[src/rtl/stfft_sched.sv]
// stfft_sched: sample scheduler and bin sequencer for the windowed STFFT
// datapath (windowfn + fftmain).
//  - Input side: accepts samples on a valid/ready handshake and re-issues each
//    one as a single-cycle o_ce strobe, with strobes never closer than MIN_GAP
//    cycles apart.
//  - Output side: delays o_ce by OUT_DLY cycles to find the cycles that carry a
//    valid FFT result, and frames that stream into indexed bins using the FFT
//    sync pulse.
// Optional feature macro: STFFT_SCHED_STATS_EN
//  - defined:   o_frame_cnt counts completed frames; o_sync_err is sticky.
//  - undefined: both outputs are tied to 0. An early sync still resynchronises
//               the bin index.
module stfft_sched #(
    parameter int IW       = 14,
    parameter int OW       = 18,
    parameter int FFT_SIZE = 256,
    parameter int MIN_GAP  = 24,
    parameter int OUT_DLY  = 1
) (
    input  logic                        i_clk,
    input  logic                        i_reset_n,
    input  logic                        i_enable,
    input  logic                        i_sample_valid,
    output logic                        o_sample_ready,
    input  logic [IW-1:0]               i_sample,
    output logic                        o_ce,
    output logic [IW-1:0]               o_sample,
    input  logic [2*OW-1:0]             i_fft_result,
    input  logic                        i_fft_sync,
    output logic                        o_bin_valid,
    output logic [2*OW-1:0]             o_bin,
    output logic [$clog2(FFT_SIZE)-1:0] o_bin_idx,
    output logic                        o_bin_last,
    output logic                        o_sync_err,
    output logic [15:0]                 o_frame_cnt
);

    localparam int IDXW = $clog2(FFT_SIZE);
    localparam int GW   = $clog2(MIN_GAP);
    localparam logic [GW-1:0]   GAP_LOAD = GW'(MIN_GAP - 1);
    localparam logic [GW-1:0]   GAP_ZERO = {GW{1'b0}};
    localparam logic [GW-1:0]   GAP_ONE  = {{(GW-1){1'b0}}, 1'b1};
    localparam logic [IDXW-1:0] IDX_ZERO = {IDXW{1'b0}};
    localparam logic [IDXW-1:0] IDX_ONE  = {{(IDXW-1){1'b0}}, 1'b1};
    localparam logic [IDXW-1:0] IDX_LAST = IDXW'(FFT_SIZE - 1);

    typedef enum logic [1:0] {
        ST_IDLE   = 2'd0,
        ST_ARMED  = 2'd1,
        ST_STREAM = 2'd2
    } state_t;

    // Input side
    logic [GW-1:0]      gap_cnt_r;
    logic               ce_r;
    logic [IW-1:0]      sample_r;
    logic               ready_s;
    logic               handshake_s;

    // Output side
    logic [OUT_DLY-1:0] ce_sh_r;
    logic               ce_d_s;
    logic               busy_s;
    state_t             state_r;
    state_t             state_s;
    logic [IDXW-1:0]    idx_r;
    logic [IDXW-1:0]    next_idx_s;
    logic               emit_s;
    logic [IDXW-1:0]    emit_idx_s;
    logic               idx_clr_s;
    logic               bin_valid_r;
    logic [2*OW-1:0]    bin_r;
    logic               bin_last_r;

    // Ready is also gated by reset so every output reads 0 while reset is held.
    assign ready_s        = i_reset_n & i_enable & (gap_cnt_r == GAP_ZERO) & ~ce_r;
    assign handshake_s    = ready_s & i_sample_valid;
    assign o_sample_ready = ready_s;
    assign o_ce           = ce_r;
    assign o_sample       = sample_r;

    // Strobe launch, sample hold and gap countdown. The gap counter is loaded
    // on the same edge that raises o_ce, so the strobe cycle counts toward the
    // gap and back-to-back strobes are exactly MIN_GAP cycles apart.
    always_ff @(posedge i_clk or negedge i_reset_n) begin
        if (!i_reset_n) begin
            gap_cnt_r <= GAP_ZERO;
            ce_r      <= 1'b0;
            sample_r  <= {IW{1'b0}};
        end else begin
            ce_r <= handshake_s;
            if (handshake_s) begin
                sample_r  <= i_sample;
                gap_cnt_r <= GAP_LOAD;
            end else if (gap_cnt_r != GAP_ZERO) begin
                gap_cnt_r <= gap_cnt_r - GAP_ONE;
            end else begin
                gap_cnt_r <= GAP_ZERO;
            end
        end
    end

    // Delay line of o_ce matching the FFT latency; its tap marks valid results.
    always_ff @(posedge i_clk or negedge i_reset_n) begin
        if (!i_reset_n) begin
            ce_sh_r <= {OUT_DLY{1'b0}};
        end else begin
            ce_sh_r[0] <= ce_r;
            for (int k = 1; k < OUT_DLY; k++) begin
                ce_sh_r[k] <= ce_sh_r[k-1];
            end
        end
    end

    assign ce_d_s     = ce_sh_r[OUT_DLY-1];
    // Anything still in flight between o_ce and its FFT result.
    assign busy_s     = ce_r | (|ce_sh_r);
    assign next_idx_s = idx_r + IDX_ONE;

    // Framing FSM: next state, bin emission and resynchronisation decisions.
    always_comb begin
        state_s    = state_r;
        emit_s     = 1'b0;
        emit_idx_s = IDX_ZERO;
        idx_clr_s  = 1'b0;
        case (state_r)
            ST_IDLE: begin
                if (i_enable) begin
                    state_s = ST_ARMED;
                end else begin
                    state_s = ST_IDLE;
                end
            end
            ST_ARMED: begin
                // Results before the first sync are FFT warm-up and are dropped.
                if (ce_d_s && i_fft_sync) begin
                    emit_s     = 1'b1;
                    emit_idx_s = IDX_ZERO;
                    state_s    = ST_STREAM;
                end else if (!i_enable && !busy_s) begin
                    idx_clr_s = 1'b1;
                    state_s   = ST_IDLE;
                end else begin
                    state_s = ST_ARMED;
                end
            end
            ST_STREAM: begin
                if (ce_d_s) begin
                    emit_s = 1'b1;
                    // A sync anywhere but the natural wrap forces bin 0.
                    if (i_fft_sync && (next_idx_s != IDX_ZERO)) begin
                        emit_idx_s = IDX_ZERO;
                    end else begin
                        emit_idx_s = next_idx_s;
                    end
                    state_s = ST_STREAM;
                end else if (!i_enable && !busy_s) begin
                    idx_clr_s = 1'b1;
                    state_s   = ST_IDLE;
                end else begin
                    state_s = ST_STREAM;
                end
            end
            default: begin
                idx_clr_s = 1'b1;
                state_s   = ST_IDLE;
            end
        endcase
    end

    // FSM state register.
    always_ff @(posedge i_clk or negedge i_reset_n) begin
        if (!i_reset_n) begin
            state_r <= ST_IDLE;
        end else begin
            state_r <= state_s;
        end
    end

    // Registered bin outputs; the index is cleared when the FSM falls back to IDLE.
    always_ff @(posedge i_clk or negedge i_reset_n) begin
        if (!i_reset_n) begin
            idx_r       <= IDX_ZERO;
            bin_valid_r <= 1'b0;
            bin_r       <= {(2*OW){1'b0}};
            bin_last_r  <= 1'b0;
        end else begin
            bin_valid_r <= emit_s;
            bin_last_r  <= emit_s & (emit_idx_s == IDX_LAST);
            if (emit_s) begin
                idx_r <= emit_idx_s;
                bin_r <= i_fft_result;
            end else if (idx_clr_s) begin
                idx_r <= IDX_ZERO;
            end else begin
                idx_r <= idx_r;
            end
        end
    end

    assign o_bin_valid = bin_valid_r;
    assign o_bin       = bin_r;
    assign o_bin_idx   = idx_r;
    assign o_bin_last  = bin_last_r;

`ifdef STFFT_SCHED_STATS_EN
    logic [15:0] frame_cnt_r;
    logic        sync_err_r;
    logic        sync_err_evt_s;
    logic        frame_done_s;

    assign sync_err_evt_s = (state_r == ST_STREAM) & ce_d_s & i_fft_sync &
                            (next_idx_s != IDX_ZERO);
    assign frame_done_s   = emit_s & (emit_idx_s == IDX_LAST);

    // Completed-frame counter (wraps) and sticky early-sync flag.
    always_ff @(posedge i_clk or negedge i_reset_n) begin
        if (!i_reset_n) begin
            frame_cnt_r <= 16'd0;
            sync_err_r  <= 1'b0;
        end else begin
            if (frame_done_s) begin
                frame_cnt_r <= frame_cnt_r + 16'd1;
            end else begin
                frame_cnt_r <= frame_cnt_r;
            end
            sync_err_r <= sync_err_r | sync_err_evt_s;
        end
    end

    assign o_frame_cnt = frame_cnt_r;
    assign o_sync_err  = sync_err_r;
`else
    assign o_frame_cnt = 16'd0;
    assign o_sync_err  = 1'b0;
`endif

endmodule

[config.mk]
export PLATFORM = sky130hd
export DESIGN_NAME = stfft_sched
export DESIGN_NICKNAME = d
export VERILOG_FILES = /design/src/rtl/stfft_sched.sv
export SDC_FILE = /design/constraint.sdc
export NUM_CORES = 1
export LEC_CHECK = 0
export ABC_AREA = 1
export CORE_UTILIZATION = 43
export CTS_BUF_LIST = sky130_fd_sc_hd__clkbuf_4
export CTS_CLUSTER_SIZE = 10
export DETAILED_ROUTE_END_ITERATION = 6
export PLACE_DENSITY_LB_ADDON = 0.25
export REMOVE_ABC_BUFFERS = 1
export SLEW_MARGIN = 20
export SYNTH_ARGS = -nofsm -noshare
export SYNTH_HDL_FRONTEND = slang
export SYNTH_SLANG_ARGS = --single-unit
[constraint.sdc]
create_clock -name i_clk -period 1.9 [get_ports i_clk]
set_clock_uncertainty 0.1 [all_clocks]
set_input_delay 0.38 -clock i_clk [delete_from_list [all_inputs] [get_ports i_clk]]
set_output_delay 0.38 -clock i_clk [all_outputs]
set_load 0.02 [all_outputs]
======== Word-level counts from Yosys, hierarchy flattened ========
Cells that the tools add are included.
word-level totals
  memories ................................ 0
  input bits .............................. 55
  word-level logic and storage cells ...... 51
  latch bits .............................. 0
  bits in registers ....................... 69
  memory bits (read-only) ................. 0
  output and inout port bits .............. 79
  RAM bits ................................ 0
cells by class
  div/mod/pow operators ................... 0
  add/subtract/negate cells ............... 2
  equality and inequality tests ........... 3
  mux-type cells .......................... 20
  reduce and logical (&&, ||, !) cells .... 10
  multiply operators ...................... 0
  magnitude comparators ................... 0
  bitwise logic cells ..................... 7
  shifts and indexed selects .............. 0
operators with widths
  cell                   count
  $mux W8                5
  $mux W5                2
  $add A8 B1 Y8 const B  1
  $eq A8 B8 Y1 const B   1
  $reduce_bool A8 Y1     1
  $mux W1                7
  $mux W2                3
  $pmux W2 S3            1
  $and A1 B1 Y1          5
  $logic_not A5 Y1       1
  $reduce_bool A5 Y1     1
  $sub A5 B1 Y5 const B  1
  $logic_and A1 B1 Y1    3
  $pmux W1 S3            1
  $eq A2 B1 Y1 const B   1
  $eq A2 B2 Y1 const B   1
  $logic_not A1 Y1       2
  $logic_not A2 Y1       1
  $pmux W1 S2            1
  $reduce_bool A2 Y1     1
  $not A1 Y1             1
  $or A1 B1 Y1           1

======== Depth between registers and ports, before layout ========
  depth after elaboration ................. 8
  mapped depth ............................ 11
  depth with buffers taken out ............ 11

======== Least setup slack after synthesis ========
No wires, ideal clock.
  path type ............................... reg2reg
  from .................................... register gap_cnt_r[0]
  to ...................................... register sample_r[10], in the netlist o_sample[10]
  required time ........................... 1684 ps
  buffers on the path ..................... 1
  arrival time ............................ 1561 ps
  clock period less this slack ............ 1777 ps
  setup slack ............................. 123 ps
  library setup time ...................... 116 ps
  cell stages (with the launch flop) ...... 11
  cell sequence ........................... dfrtp_1 -> inv_1 -> ha_1 -> inv_1 -> nor3_2 -> nand2_2 -> nor3_4 -> nand2_4 -> buf_2 -> nand2_1 -> nand2_1
on the way
  cells in the longest elaborated chain, start to end .. 4
ends and longest elaborated chain
  what                        line  source
  start: declaration          54    logic [GW-1:0] gap_cnt_r;
  start signal: assignment    96    gap_cnt_r <= gap_cnt_r - GAP_ONE;
  $logic_not A5 Y1            76    assign ready_s = i_reset_n & i_enable & (gap_cnt_r == GAP_ZERO) & ~ce_r;
  $and A1 B1 Y1 (2 in a row)  76
  via o_sample_ready          24    output logic o_sample_ready,
  $and A1 B1 Y1               77    assign handshake_s = ready_s & i_sample_valid;
  end signal: assignment      89    sample_r <= {IW{1'b0}};
  end signal: assignment      93    sample_r <= i_sample;
  end: declaration            56    logic [IW-1:0] sample_r;
The timed path passes the listed nets, and every way through them passes these cells.
A chain may end at the register's enable or synchronous reset.

======== Worst setup path after layout ========
  from .................................... register gap_cnt_r[0]
  to ...................................... output port o_sample_ready
on the way
  cells in the longest elaborated chain, start to end .. 3
ends and longest elaborated chain
  what                        line
  $logic_not A5 Y1            76
  $and A1 B1 Y1 (2 in a row)  76
  end: declaration            24
No other way between the ends.

==> impl_results.md <==
* Static leakage at 0.00283 uW
* Place WS at -404 ps
* GRT Util Overall at 21.4%
* Starting Density at 45.0%
* Int Power at 2700 uW
* Ys flop type: dfrtp_1
* CP startpoint: gap_cnt_r[0]
* CP Class: reg -> out
* CP Capture Type: output port
* Antenna Nets Post-Route at 0
* Worst r2r src: gap_cnt_r[0]
* Final WL at 7.53 mm
* Run status: finished, violations left
* Min Clock Period, post-route at 2050 ps
* First-pass DRT Iterations at 4
* Fin. Hold Viols at 0
* Register clock-pin slew on the reported worst setup and hold paths at 110 ps
* Num CTS Buffers at 9
* Worst slew pin tran at 875 ps
* Syn Inst Count at 366
* Fin crit share at 108%
* # fillers at 548
* Post-CTS Hold Fix Bufs at 0
* GPL Wtd Cong at 0.876
* Worst hold slack at 146 ps
* Slew Limit Fails at 0
* First-pass GRT wire length at 12.3 mm
* Clk pwr share at 18.9%
* Slew HR at 41.7%
* Sequential share of power at 46.0%
* Row count at 30
* Drt wl/cell at 12.3 microns
* H-tree lvl count at 3
* Maximum clock rate at 489 MHz
* Die W at 86.6 microns
* Global route overflow at 0
* Chip height at 86.6 microns
* Detail Placement HPWL at 5.34 mm
* Antenna violations before repair at 0
* Pwr Density at 861 nW/um^2
* IO Count at 134
* Clock tree root driver cell: clkbuf_4
* Multi-input gate area in the final layout at 1190 sq um
* Yosys reg bits at 69
* IO buf count at 116
* Die ar. at 7490 sq um
* Max_cap viols at 0
* DR vias/cell at 4.55
* Netlist Area Pre-Place at 3070 sq um
* Sw frac at 32.8%
* HP Class: in -> async
* Syn-to-layout area delta at 52.0%
* Worst skew pair latency at 390 ps
* Syn_area_per_cell at 8.40 sq um
* CP startpoint kind: flip-flop
* Post-synth EDFFs at 0
* Post-synthesis async set-or-reset flop share at 100%
* Initial DRC count at 86
* R2R setup slack at 140 ps
* Share of layout cells above drive strength 1 at 11.5%
* Largest net degree at the start of global routing at 70
* Yosys cell types at 30
* Maximum clock path buffer count at 2
* Vias in the first global route at 2746
* Core outline area at 6830 sq um
* Setup Total Neg Slack at -146 ps
* Crit path DAT at 1570 ps
* CTS Sinks at 69
* Crit path to: o_sample_ready
* Sequential cell area at 1730 sq um
* Syn. warnings at 0
* DRC violation count after routing at 0
* RSZ-0062 raised after global routing: true
* CTS tree: built
* Failing checks: negative setup slack
* # diodes at 0
* Final setup vio count at 1
* VDD IR-drop max at 0.000703 V
* WP data required at 1420 ps
* Comb power frac at 35.1%
* Nets@finish at 572
* Sequential-to-total area share from yosys stat at 56.2%
* Vias post-DR at 2775
* Final Worst Setup Slack at -146 ps
* Worst R2R End: o_sample[1]
* Sw power at 1320 uW
* Reg2Reg Depth at 11
* CP max FO at 3
-- cells in the final DEF (no fill, tap or decap), types with 2 or more instances in the layout --
| master | synthesis | final |
|---|---|---|
| conb_1 | 1 | 17 |
| nand3_1 | 13 | 13 |
| dlymetal6s2s_1 | 0 | 24 |
| clkbuf_4 | 0 | 11 |
| buf_6 | 1 | 2 |
| inv_1 | 21 | 18 |
| buf_4 | 17 | 24 |
| buf_12 | 0 | 3 |
| inv_2 | 0 | 3 |
| nor3_4 | 1 | 2 |
| o21ai_1 | 1 | 2 |
| o21ai_0 | 8 | 7 |
| ha_1 | 6 | 4 |
| nand2_1 | 185 | 184 |
| nor2_1 | 14 | 14 |
| nand2_2 | 2 | 3 |
| a21oi_1 | 2 | 2 |
| dlygate4sd2_1 | 0 | 12 |
| nand4_1 | 3 | 3 |
| clkdlybuf4s50_1 | 0 | 78 |
| clkinv_2 | 1 | 3 |
| dfrtp_1 | 69 | 68 |
-- through the flow --
stage	cells	util (%)	instance area (sq um)	power (uW)
floorplan	355	-	2950	2450
global placement	581	64.0	4370	3060
detailed placement	581	64.0	4370	3100
CTS	602	66.2	4520	4000
global route	610	68.4	4670	4260
finish	610	68.4	4670	4020
-- area by class of cell --
type,count,area share (%)
flip-flops and latches,69,37.0
repair buffers,144,31.1
multi-input cells,265,25.4
well taps,96,2.57
inverters,22,1.87
clock buffers,11,1.77
clock inverters,3,0.321
-- timing repair --
item / 4_1_cts / 5_1_grt
gates resized for setup: 23 / 33
cloned: 0 / 1
setup endpoints to repair: 13 / 47
setup buffers: 7 / 8
pin swaps: 4 / 4
-- per-layer routing --
layer	global-route usage (%)	routed length (microns)	up-vias	share of wire, %
li1	-	-	1377	-
met5	0	0	-	0
met2	35.9	3780	85	50
met1	24.4	3030	1299	40
met3	6.86	514	14	6.8
met4	11.4	207	0	2.7
-- sequential cells by signal, indices dropped and copies added, names as in the netlist, 2 cells and up --
| signal | flops |
|---|---|
| o_sample | 14 |
| o_bin_idx | 8 |
| state_r | 2 |
| gap_cnt_r | 5 |
| o_bin | 36 |
-- how the worst min path moves through the flow --
stage / start / end / slack, ps / depth (start not counted)
after floorplan: i_reset_n / ce_d_s / -20 / 0
after global placement: gap_cnt_r[0] / gap_cnt_r[0] / 360 / 1
after detailed placement: gap_cnt_r[0] / gap_cnt_r[0] / 360 / 1
after CTS: i_reset_n / o_bin_idx[5] / 180 / 2
after global routing: i_reset_n / o_bin_idx[1] / 210 / 2
final: i_reset_n / o_bin_idx[1] / 150 / 2
-- critical path, cell delays in order, from the launching register on --
cell     delay (ps)
dfrtp_1         400
inv_2            90
ha_4            140
inv_2            40
nor3_4          120
nand2_2         100
nor3_4          150
buf_6           140
-- synth_stat cells (2+ instances only) --
cell type / n / area [sq um]
nand2_1: 185 / 694
dfrtp_1: 69 / 1730
inv_1: 21 / 78.8
buf_4: 17 / 128
nor2_1: 14 / 52.6
nand3_1: 13 / 65.1
o21ai_0: 8 / 40.0
buf_2: 7 / 35.0
ha_1: 6 / 75.1
nand4_1: 3 / 18.8
a21oi_1: 2 / 10.0
clkbuf_1: 2 / 7.51
nand2_2: 2 / 12.5
-- cell families (layout without fill, tap and decap cells) --
family                     after synthesis  in the layout  share of synthesized area (%)
adders and majority gates                6              6                           2.44
and+or+nand+nor                        226            227                           29.9
xor gates and xnor gates                 1              1                          0.285
AOI/OAI and AO/OA                       14             14                           2.44
buffers and inverters                   49            180                           8.63
other                                    1             17                          0.122
DFF                                     69             69                           56.2
-- power groups by stage --
| stage | clock network [uW] | logic [uW] | registers [uW] |
|---|---|---|---|
| 2_1_floorplan | 0 | 365 | 2080 |
| 5_1_grt | 847 | 1540 | 1880 |
| 4_1_cts | 792 | 1360 | 1850 |
| 6_report | 760 | 1410 | 1850 |
| 3_3_place_gp | 0 | 1210 | 1860 |
| 3_5_place_dp | 0 | 1230 | 1870 |
Power figures use the tool's default switching activity.
